<file path="config.mk">
export PLATFORM = sky130hd
export DESIGN_NAME = conv_stream_engine
export DESIGN_NICKNAME = d
export VERILOG_FILES = /design/src/rtl/conv_pkg.sv /design/src/rtl/conv_window_mac.sv /design/src/rtl/conv_stream_engine.sv
export SDC_FILE = /design/constraint.sdc
export NUM_CORES = 1
export LEC_CHECK = 0
export ABC_AREA = 1
export ABC_CLOCK_PERIOD_IN_PS = 6850
export CAP_MARGIN = 20
export CORE_MARGIN = 5
export CORE_UTILIZATION = 55
export CTS_CLUSTER_SIZE = 28
export DETAILED_ROUTE_END_ITERATION = 10
export PLACE_DENSITY = 0.76
export SETUP_SLACK_MARGIN = 0.1
export SLEW_MARGIN = 20
export SYNTH_ARGS = -nofsm -noshare
export SYNTH_HDL_FRONTEND = slang
export SYNTH_SLANG_ARGS = --single-unit
</file>
<file path="constraint.sdc">
create_clock -name clk -period 6.85 [get_ports clk]
set_input_delay 1.37 -clock clk [delete_from_list [all_inputs] [get_ports clk]]
set_output_delay 1.37 -clock clk [all_outputs]
set_load 0.005 [all_outputs]
</file>
<file path="src/rtl/conv_pkg.sv">
// conv_pkg
// Shared definitions for the streaming convolution engine: the job state
// enum and the width/geometry helper functions used to derive the
// beat width, accumulator width and output side length from the
// engine parameters.
package conv_pkg;

  typedef enum logic [1:0] {
    LOAD,
    PRIME,
    STREAM
  } state_t;

  // Ceiling log2; returns 0 for n <= 1.
  function automatic int clog2_f(input int n);
    int r;
    r = 0;
    while ((1 << r) < n) r++;
    return r;
  endfunction

  // Counter width able to hold 0..n-1, never narrower than one bit.
  function automatic int width_f(input int n);
    return (n <= 1) ? 1 : clog2_f(n);
  endfunction

  function automatic int in_w_f(input int img_n, input int ker_k, input int pix_w);
    return img_n * pix_w + ker_k * ker_k * pix_w;
  endfunction

  function automatic int beats_f(input int img_n, input int num_ker);
    return (img_n > num_ker) ? img_n : num_ker;
  endfunction

  function automatic int acc_w_f(input int pix_w, input int ker_k);
    return 2 * pix_w + clog2_f(ker_k * ker_k);
  endfunction

  // Valid-mode output side length for stride s (floor division).
  function automatic int od_f(input int img_n, input int ker_k, input int s);
    return (img_n - ker_k) / s + 1;
  endfunction

endpackage

</file>
<file path="src/rtl/conv_window_mac.sv">
// conv_window_mac
// Combinational multiply-accumulate of one KER_K x KER_K pixel window
// against one kernel, followed by saturation to OUT_W bits.
// Ports:
//   window  in   KER_K*KER_K pixels, element 0 first (MSB side)
//   kernel  in   KER_K*KER_K kernel elements, same ordering as window
//   result  out  sum of products, clamped to 2^OUT_W-1
module conv_window_mac
  import conv_pkg::*;
#(
  parameter int KER_K = 2,
  parameter int PIX_W = 3,
  parameter int OUT_W = 8
) (
  input  logic [0:KER_K*KER_K-1][PIX_W-1:0] window,
  input  logic [0:KER_K*KER_K-1][PIX_W-1:0] kernel,
  output logic [OUT_W-1:0]                  result
);

  localparam int KK    = KER_K * KER_K;
  localparam int ACC_W = acc_w_f(PIX_W, KER_K);

  logic [ACC_W-1:0] acc;

  always_comb begin
    acc = '0;
    for (int e = 0; e < KK; e++) begin
      acc = acc + ACC_W'(window[e]) * ACC_W'(kernel[e]);
    end
  end

  // Saturation logic only exists when the accumulator can exceed OUT_W.
  if (ACC_W > OUT_W) begin : g_sat
    assign result = (|acc[ACC_W-1:OUT_W]) ? '1 : acc[OUT_W-1:0];
  end else begin : g_ext
    assign result = OUT_W'(acc);
  end

endmodule

</file>
<file path="src/rtl/conv_stream_engine.sv">
// conv_stream_engine
// Loads one image plus NUM_KER kernels over BEATS handshake beats, then
// streams a valid-mode 2-D convolution per kernel (stride 1 or 2) into
// an async FIFO, holding under fifo_full backpressure.
// Ports:
//   clk, rst_n  clock and asynchronous active-low reset
//   in_valid    one load beat per pulse (ignored while busy)
//   in_data     {image row b, kernel b}, pixel/element 0 in the MSBs
//   stride2     stride select, sampled on beat 0
//   busy        high while computing or streaming a job
//   fifo_full   FIFO write-side full
//   out_valid   result write strobe
//   out_data    result word (0 when out_valid is low)
//   done        one-cycle pulse after the last result is accepted
module conv_stream_engine
  import conv_pkg::*;
#(
  parameter int IMG_N   = 6,
  parameter int KER_K   = 2,
  parameter int NUM_KER = 6,
  parameter int PIX_W   = 3,
  parameter int OUT_W   = 8
) (
  input  logic                                    clk,
  input  logic                                    rst_n,
  input  logic                                    in_valid,
  input  logic [in_w_f(IMG_N,KER_K,PIX_W)-1:0]    in_data,
  input  logic                                    stride2,
  output logic                                    busy,
  input  logic                                    fifo_full,
  output logic                                    out_valid,
  output logic [OUT_W-1:0]                        out_data,
  output logic                                    done
);

  localparam int IN_W   = in_w_f(IMG_N, KER_K, PIX_W);
  localparam int KK     = KER_K * KER_K;
  localparam int KER_W  = KK * PIX_W;
  localparam int BEATS  = beats_f(IMG_N, NUM_KER);
  localparam int BEAT_W = width_f(BEATS);
  localparam int RC_W   = width_f(IMG_N);
  localparam int K_W    = width_f(NUM_KER);

  localparam logic [BEAT_W-1:0] LAST_BEAT = BEAT_W'(BEATS - 1);
  localparam logic [K_W-1:0]    LAST_K    = K_W'(NUM_KER - 1);
  localparam logic [RC_W-1:0]   LAST_RC1  = RC_W'(od_f(IMG_N, KER_K, 1) - 1);
  localparam logic [RC_W-1:0]   LAST_RC2  = RC_W'(od_f(IMG_N, KER_K, 2) - 1);

  state_t state, state_nxt;

  logic [BEAT_W-1:0] beat;
  logic              stride_r;
  logic [K_W-1:0]    k_cnt, k_nxt, k_sel;
  logic [RC_W-1:0]   r_cnt, r_nxt, r_sel;
  logic [RC_W-1:0]   c_cnt, c_nxt, c_sel;
  logic [RC_W-1:0]   last_rc, row_base, col_base;
  logic [OUT_W-1:0]  res_r, mac_out;
  logic              load_beat, accept, last_pos;

  logic [0:IMG_N-1][PIX_W-1:0] img_mem [IMG_N];
  logic [0:KK-1][PIX_W-1:0]    ker_mem [NUM_KER];
  logic [0:KK-1][PIX_W-1:0]    window;

  assign load_beat = (state == LOAD) && in_valid;
  assign accept    = (state == STREAM) && !fifo_full;
  assign last_rc   = stride_r ? LAST_RC2 : LAST_RC1;
  assign last_pos  = (k_cnt == LAST_K) && (r_cnt == last_rc) && (c_cnt == last_rc);

  always_ff @(posedge clk or negedge rst_n) begin
    if (!rst_n) state <= LOAD;
    else        state <= state_nxt;
  end

  always_comb begin
    state_nxt = state;
    case (state)
      LOAD:    if (load_beat && beat == LAST_BEAT) state_nxt = PRIME;
      PRIME:   state_nxt = STREAM;
      STREAM:  if (accept && last_pos) state_nxt = LOAD;
      default: state_nxt = LOAD;
    endcase
  end

  always_comb begin
    busy      = (state != LOAD);
    out_valid = (state == STREAM) && !fifo_full;
    out_data  = out_valid ? res_r : '0;
  end

  // Index successor in c-fastest, then r, then k order; wraps to (0,0,0)
  // after the final position so the counters are already cleared for PRIME.
  always_comb begin
    c_nxt = c_cnt + 1'b1;
    r_nxt = r_cnt;
    k_nxt = k_cnt;
    if (c_cnt == last_rc) begin
      c_nxt = '0;
      r_nxt = r_cnt + 1'b1;
      if (r_cnt == last_rc) begin
        r_nxt = '0;
        k_nxt = (k_cnt == LAST_K) ? '0 : k_cnt + 1'b1;
      end
    end
  end

  // The single MAC looks ahead to the next position on an accepted word so
  // res_r is refreshed on the same edge; otherwise it sees the current one.
  assign k_sel    = accept ? k_nxt : k_cnt;
  assign r_sel    = accept ? r_nxt : r_cnt;
  assign c_sel    = accept ? c_nxt : c_cnt;
  assign row_base = r_sel << stride_r;
  assign col_base = c_sel << stride_r;

  for (genvar gi = 0; gi < KER_K; gi++) begin : g_row
    for (genvar gj = 0; gj < KER_K; gj++) begin : g_col
      assign window[gi*KER_K+gj] = img_mem[row_base + RC_W'(gi)][col_base + RC_W'(gj)];
    end
  end

  conv_window_mac #(
    .KER_K (KER_K),
    .PIX_W (PIX_W),
    .OUT_W (OUT_W)
  ) u_mac (
    .window (window),
    .kernel (ker_mem[k_sel]),
    .result (mac_out)
  );

  always_ff @(posedge clk or negedge rst_n) begin
    if (!rst_n) begin
      beat     <= '0;
      stride_r <= 1'b0;
      k_cnt    <= '0;
      r_cnt    <= '0;
      c_cnt    <= '0;
      res_r    <= '0;
      done     <= 1'b0;
    end else begin
      if (load_beat) begin
        beat <= (beat == LAST_BEAT) ? '0 : beat + 1'b1;
        if (beat == '0) stride_r <= stride2;
      end
      if (state == PRIME || accept) res_r <= mac_out;
      if (accept) begin
        k_cnt <= k_nxt;
        r_cnt <= r_nxt;
        c_cnt <= c_nxt;
      end
      done <= accept && last_pos;
    end
  end

  // Operand storage survives reset; every job rewrites it from beat 0.
  always_ff @(posedge clk) begin
    if (load_beat) begin
      if (int'(beat) < IMG_N)   img_mem[RC_W'(beat)] <= in_data[IN_W-1 -: IMG_N*PIX_W];
      if (int'(beat) < NUM_KER) ker_mem[K_W'(beat)]  <= in_data[KER_W-1:0];
    end
  end

endmodule
</file>
==> results.md, run 1 <==
- Routed vias: around 10000
- Rows: 53
- Clk_lat worst skew: 520 ps
- Clock tree buffer depth: 3
- Die span in x: roughly 160 µm
- Max Cap Viol: 0
- CTS Buf Count: 22
- FFs w/ async S/R, synth: roughly an eighth
- Vias in the first global route: 9714
- Global placement routability congestion: 0.966
- Mapped Nets: 1408
- Largest net degree at the start of global routing: 40
- Post-DP HPWL: 21500 µm
- Post-synth top cells: nand2_1, nand3_1, edfxtp_1
- Post-synth top area share: 46.3%
- Crit path max-delay family: adder cells
- Fmax: 145 MHz
- CP max stage delay: 550 ps
- Post-route cell area: 14900 µm²
- Clock sinks: 204
- Hold/Removal Path Class: register to register
- Hold Vio Cnt, Final: 0
- Most frequent CP cell: fa_1
- Slew Viols, Final: 0
- Wire length of the first global-routing pass: between 50000 and 60000 µm
- Dominant cells by area after synthesis: edfxtp_1, nand2_1, nand3_1
- Final wirelength: approximately 32000 µm
- Buf/Inv on CP: 11
- Sequential area share after synthesis: roughly half
- Synthesis-to-finish area growth: 27.4%
- Slew of the pin with the lowest slew margin: 659 ps
- Primary FF master, synth: edfxtp_1
- Antenna violations before repair: 0
- Largest area contributor in the netlist: edfxtp_1
- Total Routing Usage GR: approximately a quarter
- DRC errors left: 0
- Period utilization: 100%
- Worst Setup Slack, final: -26.6 ps
- Crit path kind: input pin to register
- Min Hold Slack: 526 ps
- First-pass DRT Iterations: 5
- CP Max Fanout: 12
- Outcome: finished, violations left
- Final clock skew: 18.3 ps
- Synthesized cell area: 11700 µm²
- Worst Path Arrival: 7270 ps
- Clock root cell: clkbuf_16
- Slowest cell on the critical path: fa_1
- Antenna viol nets, final: 0
- Inserted Diodes: 0
- Placed inst area: 13400 µm²
- IO Port Bufs: 45
- Post-Syn Area per Cell: 8.84 µm²
- Most common cell in the netlist: nand2_1
- CTS clock-pin slew for the worst setup and hold paths: ~60 ps
- Initial cell density of the core: between 50% and 60%
- Post-synth EDFFs: 180
- Core ar.: 21000 µm²
- Max-Slew Margin vs Limit: 56.0%
- Vias/cell: 5.77
- Total gr overflow: 0
- Failing checks: negative setup slack
- Layout cell share with drive strength beyond 1: 20.2%
- Synthesis Warnings: 0
- Drt initial violations: 1010
- CTS Hold Bufs: 0
- Yosys reg bits: 204
- Die Area: 24200 µm²
- Min Clock Period, post-route: 6880 ps
- Netlist cell types: 37
- Final #Nets: 1571
- CTS tree: built
- DR WL/cell: 18.2 µm
- Final setup TNS: -26.6 ps
- RSZ-0062 raised after global routing: yes
- Synthesized instance count: about 1300
- Die H: roughly 160 µm
- # setup viols final: 1
- Htree depth: 1
- WP data required: between 7000 and 8000 ps
- Critical Path End Type: register
- I/O pins: 46
- R2R setup slack: between 300 and 400 ps
- CP Launch Type: input pin
[timing repair]
item                                   CTS  global route
gates cloned                             3             3
endpoints found under the hold margin    0             0
setup endpoints to repair                5             6
pin swaps                               10            32
buffers inserted                        11            20
gates resized for setup                 44            68
[final cells by class]
| type | count | area [µm²] |
|---|---|---|
| multi-input combinational | 912 | 5270 |
| timing repair buffer | 205 | 2060 |
| clock buffer | 28 | 573 |
| clock inverter | 12 | 88.8 |
| fill | 1513 | 6080 |
| inverter | 139 | 543 |
| tap | 275 | 344 |
| sequential | 204 | 6010 |
[worst paths after layout]
check                          start  endpoint  cells past startpoint
hold / removal              res_r[6]  res_r[6]                      2
setup reg to reg            stride_r  res_r[6]                     36
setup / recovery           fifo_full  res_r[6]                     35
min in group asynchronous      rst_n  r_cnt[2]                      1
hold reg to reg             res_r[6]  res_r[6]                      2
max in group asynchronous      rst_n  c_cnt[2]                      1
[worst register-to-register path: cells and delay by family (launching register included)]
family                   cells  cell delay (ps)
multiplexers                 1              180
AO/OA/AOI/OAI                5              780
flip-flops                   1              440
AND/OR/NAND/NOR             13             1280
adder cells (fa/ha/maj)      7             2900
buffers and inverters       10              830
[routing by layer]
metal  wire length [µm]  GRT usage (%)  vias to the layer above  share of wire [%]
li1                   -              -                     4812                  -
met1              13700           36.4                     4885                 42
met2              15300           42.4                      471                 47
met3               2590           3.80                       74                8.0
met4                707           6.21                        0                2.2
met5                  0              0                        -                  0
[registers in the layout, indices dropped and copies added, names as in the netlist]
| register | flops |
|---|---|
| stride_r | 1 |
| beat | 3 |
| c_cnt | 3 |
| ker_mem | 72 |
| done | 1 |
| k_cnt | 3 |
| state | 2 |
| img_mem | 108 |
| r_cnt | 3 |
| res_r | 8 |
[cells by family (layout without fill, tap and decap cells)]
logic type               count (synthesis)  count (layout)  synth area share [%]
AO/OA/AOI/OAI                          113             113                  5.46
XOR/XNOR                                 5               5                 0.439
adder cells (fa/ha/maj)                 52              52                  6.99
buffers and inverters                  205             384                  7.20
flip-flops                             204             204                  51.4
multiplexers                            12              12                  1.03
AND/OR/NAND/NOR                        730             730                  27.4
[cell usage in the layout (no fill, tap or decap), types with 27 or more instances in the layout]
cell type	Yosys	final
nand2_1	345	324
nand3_1	219	194
edfxtp_1	180	180
buf_4	8	123
inv_1	128	122
nor2_1	100	92
o21ai_0	52	47
clkdlybuf4s50_1	0	43
nand4_1	33	33
o21ai_1	27	27
[per-stage QoR]
step	util, %	setup WS, ps	instances
6_report	71.0	-26.6	1775
5_1_grt	71.0	-320	1775
4_1_cts	68.5	-139	1752
3_5_place_dp	63.7	-947	1698
3_3_place_gp	63.7	-836	1698
2_1_floorplan	-	42.4	1321
Power of run 1 is left out: the tool's default activity adds up to more than one toggle a clock period on the data nets, which glitch-free logic cannot reach.
==> run 2, diff against run 1 <==
--- a/config.mk
+++ b/config.mk
@@ -12,6 +12,7 @@
 export CORE_UTILIZATION = 55
 export CTS_CLUSTER_SIZE = 28
 export DETAILED_ROUTE_END_ITERATION = 10
+export GPL_TIMING_DRIVEN = 0
 export PLACE_DENSITY = 0.76
 export SETUP_SLACK_MARGIN = 0.1
 export SLEW_MARGIN = 20
==> results.md, run 2 (synthesis gave the netlist of run 1 again) <==
- Synthesis-to-finish area growth: 26.0% (was 27.4%)
- IO Port Bufs: 45 (unchanged)
- Max-Slew Margin vs Limit: 37.6% (was 56.0%)
- Failing checks: negative setup slack (unchanged)
- Layout cell share with drive strength beyond 1: 20.3% (was 20.2%)
- Outcome: finished, violations left (unchanged)
- Clock tree buffer depth: 3 (unchanged)
- Final #Nets: 1558 (was 1571)
- Die Area: 24200 µm² (unchanged)
- Most frequent cells in the layout: nand2_1, edfxtp_1, nand3_1, inv_1, nor2_1 (was nand2_1, nand3_1, edfxtp_1, buf_4, inv_1)
- Die span in x: 156 µm (unchanged)
- Slew Viols, Final: 0 (unchanged)
- Routed vias: 10593 (was 10242)
- Total gr overflow: 0 (unchanged)
- Max reg flops: 108 (unchanged)
- Initial cell density of the core: 55.7% (unchanged)
- Worst slack at placement: -1480 ps (was -947 ps)
- WP data required: 7240 ps (about the same)
- Worst Path Arrival: 7250 ps (was 7270 ps)
- Clock root cell: clkbuf_16 (unchanged)
- First-pass DRT Iterations: 8 (was 5)
- Final wirelength: 37000 µm (was 32300 µm)
- Fmax: 146 MHz (was 145 MHz)
- Crit path max-delay family: adder cells (unchanged)
- DRC errors left: 0 (unchanged)
- Hold/Removal Path Class: register to register (unchanged)
- CTS tree: built (unchanged)
- Register area: 6010 µm² (unchanged)
- Hold Vio Cnt, Final: 0 (unchanged)
- CP max stage delay: 520 ps (was 550 ps)
- Largest net degree at the start of global routing: 25 (was 40)
- Die H: 156 µm (unchanged)
- Crit path kind: input pin to register (unchanged)
- Filler cell count: 1542 (was 1513)
- Buf/Inv on CP: 10 (was 11)
- R2R setup slack: 290 ps (was 320 ps)
- Area of the multi-input gates: 5350 µm² (was 5270 µm²)
- CTS clock-pin slew for the worst setup and hold paths: 60 ps (about the same)
- Min Hold Slack: 527 ps (was 526 ps)
- Most frequent CP cell: fa_1 (unchanged)
- Period utilization: 100% (about the same)
- CTS Buf Count: 22 (unchanged)
- Rows: 53 (unchanged)
- Antenna violations before repair: 0 (unchanged)
- CTS Hold Bufs: 0 (unchanged)
- Htree depth: 1 (unchanged)
- Vias in the first global route: 10142 (was 9714)
- Slew of the pin with the lowest slew margin: 936 ps (was 659 ps)
- Inserted Diodes: 0 (unchanged)
- Max Cap Viol: 0 (unchanged)
- Drt initial violations: 1356 (was 1010)
- Final clock skew: 30.3 ps (was 18.3 ps)
- Clk_lat worst skew: 540 ps (was 520 ps)
- # setup viols final: 1 (unchanged)
- Slowest cell on the critical path: fa_1 (unchanged)
- Min Clock Period, post-route: 6860 ps (was 6880 ps)
- Core ar.: 21000 µm² (unchanged)
- Most common cell after layout, fill and taps aside: nand2_1 (unchanged)
- Final setup TNS: -6.97 ps (was -26.6 ps)
- Post-DP HPWL: 25700 µm (was 21500 µm)
- Largest Register: img_mem (unchanged)
- Global placement routability congestion: 1.02 (was 0.966)
- RSZ-0062 raised after global routing: yes (unchanged)
- CP Launch Type: input pin (unchanged)
- I/O pins: 46 (unchanged)
- Largest regs: img_mem: 108 flops, ker_mem: 72 flops, res_r: 8 flops (unchanged)
- Worst Setup Slack, final: -6.97 ps (was -26.6 ps)
- DR WL/cell: 21.0 µm (was 18.2 µm)
- Wire length of the first global-routing pass: 55900 µm (was 50100 µm)
- Antenna viol nets, final: 0 (unchanged)
- Vias/cell: 6.01 (was 5.77)
- Critical Path End Type: register (unchanged)
- Clock sinks: 204 (unchanged)
- CP Max Fanout: 10 (was 12)
- Total Routing Usage GR: 29.7% (was 25.7%)
==> run 2: area by class of cell <==
type / instances / area share (%)
Inverter: 139 / 3.73
Buffer: 66 / 4.29
Timing Repair Buffer: 126 / 7.35
Tap cell: 275 / 2.34
Multi-Input combinational cell: 912 / 36.4
Clock buffer: 27 / 3.94
Clock inverter: 13 / 1.15
Sequential cell: 204 / 40.8
==> run 2: worst register-to-register path: cells and delay by family (launching register included) <==
family | cells | cell delay, ps
buf+inv | 9 | 830
simple gates | 19 | 2000
flops | 1 | 400
fa+ha+maj | 7 | 2840
compound gates | 3 | 370
==> run 2: per-stage QoR <==
step | area (µm²) | instances | utilization, %
final | 14700 | 1762 | 70.2
after global routing | 14700 | 1762 | 70.2
after CTS | 14300 | 1743 | 68.3
after detailed placement | 12800 | 1668 | 61.1
after global placement | 12600 | 1641 | 60.0
after floorplan | 11800 | 1321 | -
==> run 2: final timing paths <==
check,start,endpoint,depth (start not counted)
hold reg to reg,res_r[6],res_r[6],2
setup reg to reg,stride_r,res_r[6],38
min in group asynchronous,rst_n,r_cnt[0],1
setup / recovery,fifo_full,res_r[6],37
max in group asynchronous,rst_n,state[0],1
hold / removal,res_r[6],res_r[6],2
==> run 2: per-layer routing <==
| layer | GRT usage (%) | up-vias | share of wire, % |
|---|---|---|---|
| met2 | 45.1 | 738 | 44 |
| li1 | - | 4774 | - |
| met3 | 6.96 | 139 | 12 |
| met4 | 10.8 | 0 | 3.9 |
| met1 | 42.0 | 4942 | 40 |
| met5 | 0 | - | 0 |
==> run 2: what timing repair did <==
action,4_1_cts,5_1_grt
gates cloned,1,1
pin swaps,46,41
gates resized for setup,136,70
setup endpoints to repair,6,5
setup buffers,34,19
Power of run 2 is left out for the same reason.
==> run 3, diff against run 2 <==
--- a/config.mk
+++ b/config.mk
@@ -8,6 +8,7 @@
 export ABC_AREA = 1
 export ABC_CLOCK_PERIOD_IN_PS = 6850
 export CAP_MARGIN = 20
+export CORE_ASPECT_RATIO = 0.75
 export CORE_MARGIN = 5
 export CORE_UTILIZATION = 55
 export CTS_CLUSTER_SIZE = 28
==> results.md, run 3 (synthesis gave the netlist of run 1 again) <==
- Outcome: finished, violations left (unchanged)
- Failing checks: negative setup slack (unchanged)
- Dpl cells: 1678 (was 1668)
- CP Launch Type: input pin (unchanged)
- M3 GR Usage: 8.45% (was 6.96%)
- Total Routing Usage GR: 29.2% (was 29.7%)
- Total gr overflow: 0 (unchanged)
- RSZ-0062 raised after global routing: yes (unchanged)
- DRC errors left: 0 (unchanged)
- CTS tree: built (unchanged)
- # setup viols final: 1 (unchanged)
- Most frequent CP cell: nor2_1 (was fa_1)
- Vias/cell: 5.92 (was 6.01)
- CTS Buf Count: 20 (was 22)
- CTS clock-pin slew for the worst setup and hold paths: 50 ps (was 60 ps)
- Clock root cell: clkbuf_16 (unchanged)
- IO Port Bufs: 45 (unchanged)
- Final clock skew: 21.0 ps (was 30.3 ps)
- Largest regs: img_mem: 108 flops, ker_mem: 72 flops, res_r: 8 flops (unchanged)
- I/O pins: 46 (unchanged)
- Hold/Removal Path Class: register to register (unchanged)
- Max Cap Viol: 0 (unchanged)
- Post-DP HPWL: 25600 µm (was 25700 µm)
- Most frequent cells in the layout: nand2_1, nand3_1, edfxtp_1, inv_1, nor2_1 (was nand2_1, edfxtp_1, nand3_1, inv_1, nor2_1)
- GRT met1 Usage: 43.4% (was 42.0%)
- Antenna violations before repair: 0 (unchanged)
- Slowest cell on the critical path: fa_1 (unchanged)
- Crit path kind: input pin to register (unchanged)
- Clk_lat worst skew: 510 ps (was 540 ps)
- Hold Vio Cnt, Final: 0 (unchanged)
- Slew of the pin with the lowest slew margin: 839 ps (was 936 ps)
- Worst Setup Slack, final: -48.3 ps (was -6.97 ps)
- CTS Hold Bufs: 0 (unchanged)
- Largest net degree at the start of global routing: 25 (unchanged)
- Routed vias: 10449 (was 10593)
- Drt initial violations: 1651 (was 1356)
- Clock tree buffer depth: 3 (unchanged)
- Layout cell share with drive strength beyond 1: 18.8% (was 20.3%)
- Post-Layout Cell Count: 1765 (was 1762)
- Rows: 46 (was 53)
- Die span in x: 178 µm (was 156 µm)
- Largest Register: img_mem (unchanged)
- Global route hottest layer: met1 (was met2)
- Max reg flops: 108 (unchanged)
- Met2 Resource Use GR: 41.0% (was 45.1%)
- Global placement routability congestion: 1.07 (was 1.02)
- CP Max Fanout: 10 (unchanged)
- Wire length of the first global-routing pass: 53700 µm (was 55900 µm)
- WP data required: 7220 ps (was 7240 ps)
- Die H: 136 µm (was 156 µm)
- Max-Slew Margin vs Limit: 44.1% (was 37.6%)
- DR WL/cell: 20.6 µm (was 21.0 µm)
- Worst Path Arrival: 7270 ps (was 7250 ps)
- Vias in the first global route: 9568 (was 10142)
- Htree depth: 1 (unchanged)
- Filler cell count: 1566 (was 1542)
- Core ar.: 21000 µm² (about the same)
- Fmax: 145 MHz (was 146 MHz)
- Synthesis-to-finish area growth: 25.4% (was 26.0%)
- First-pass DRT Iterations: 7 (was 8)
- Final setup TNS: -48.3 ps (was -6.97 ps)
- Final #Nets: 1551 (was 1558)
- Min Clock Period, post-route: 6900 ps (was 6860 ps)
- Period utilization: 101% (was 100%)
- Inserted Diodes: 0 (unchanged)
- Die Area: 24300 µm² (was 24200 µm²)
- Antenna viol nets, final: 0 (unchanged)
- Critical Path End Type: register (unchanged)
- Initial cell density of the core: 55.6% (was 55.7%)
- Slew Viols, Final: 0 (unchanged)
- CP max stage delay: 560 ps (was 520 ps)
- Most common cell after layout, fill and taps aside: nand2_1 (unchanged)
- Final wirelength: 36400 µm (was 37000 µm)
- Clock sinks: 204 (unchanged)
[run 3: cell count changes in the layout (fill, tap and decap cells not counted), sizes merged]
cell,previous run,this run
buf,126,122
inv,138,137
clkinv,10,9
bufinv,3,1
clkbuf,50,48
[run 3: through the flow]
stage	utilization, %	setup WS (ps)	hold slack [ps]	area (µm²)
after floorplan	-	42.4	446	11800
after detailed placement	60.9	-1440	477	12800
after global placement	59.9	-1590	474	12600
after global routing	69.7	-339	537	14600
final	69.7	-48.3	518	14600
after CTS	67.6	-160	491	14200
[run 3: metal layers]
layer,vias to the layer above,routed length [µm]
met5,-,0
met4,0,1390
met3,140,4890
met2,699,14700
met1,4860,15400
li1,4750,-
[run 3: worst paths after layout]
check                               start        to  slack (ps)  depth (start not counted)
worst max-delay path            fifo_full  res_r[6]         -50                         37
worst min-delay path             k_cnt[1]      done         520                          1
worst max register to register   stride_r  res_r[6]         240                         37
worst min register to register   k_cnt[1]      done         520                          1
max in group asynchronous           rst_n      done        5650                          1
min in group asynchronous           rst_n  stride_r         850                          1
[run 3: timing repair]
action | 4_1_cts | 5_1_grt
gates cloned | 2 | 3
pin swaps | 50 | 50
endpoints found under the setup margin | 6 | 5
buffers inserted | 36 | 12
endpoints found under the hold margin | 0 | 0
gates resized for setup | 135 | 71
[run 3: area by class of cell]
type / instances / area (µm²) / share of cell area [%]
buffer: 66 / 634 / 4.33
clock buffer: 26 / 523 / 3.57
clock inverter: 9 / 83.8 / 0.573
inverter: 139 / 557 / 3.80
multi-input combinational: 912 / 5320 / 36.3
sequential: 204 / 6010 / 41.0
tap: 288 / 360 / 2.46
timing repair buffer: 121 / 1150 / 7.89
[run 3: worst max-delay path: cells and delay by family]
family | cells | cell delay (ps)
fa+ha+maj | 6 | 2550
simple gates | 17 | 1710
buf+inv | 10 | 1090
compound gates | 4 | 540
Power of run 3 is left out for the same reason.
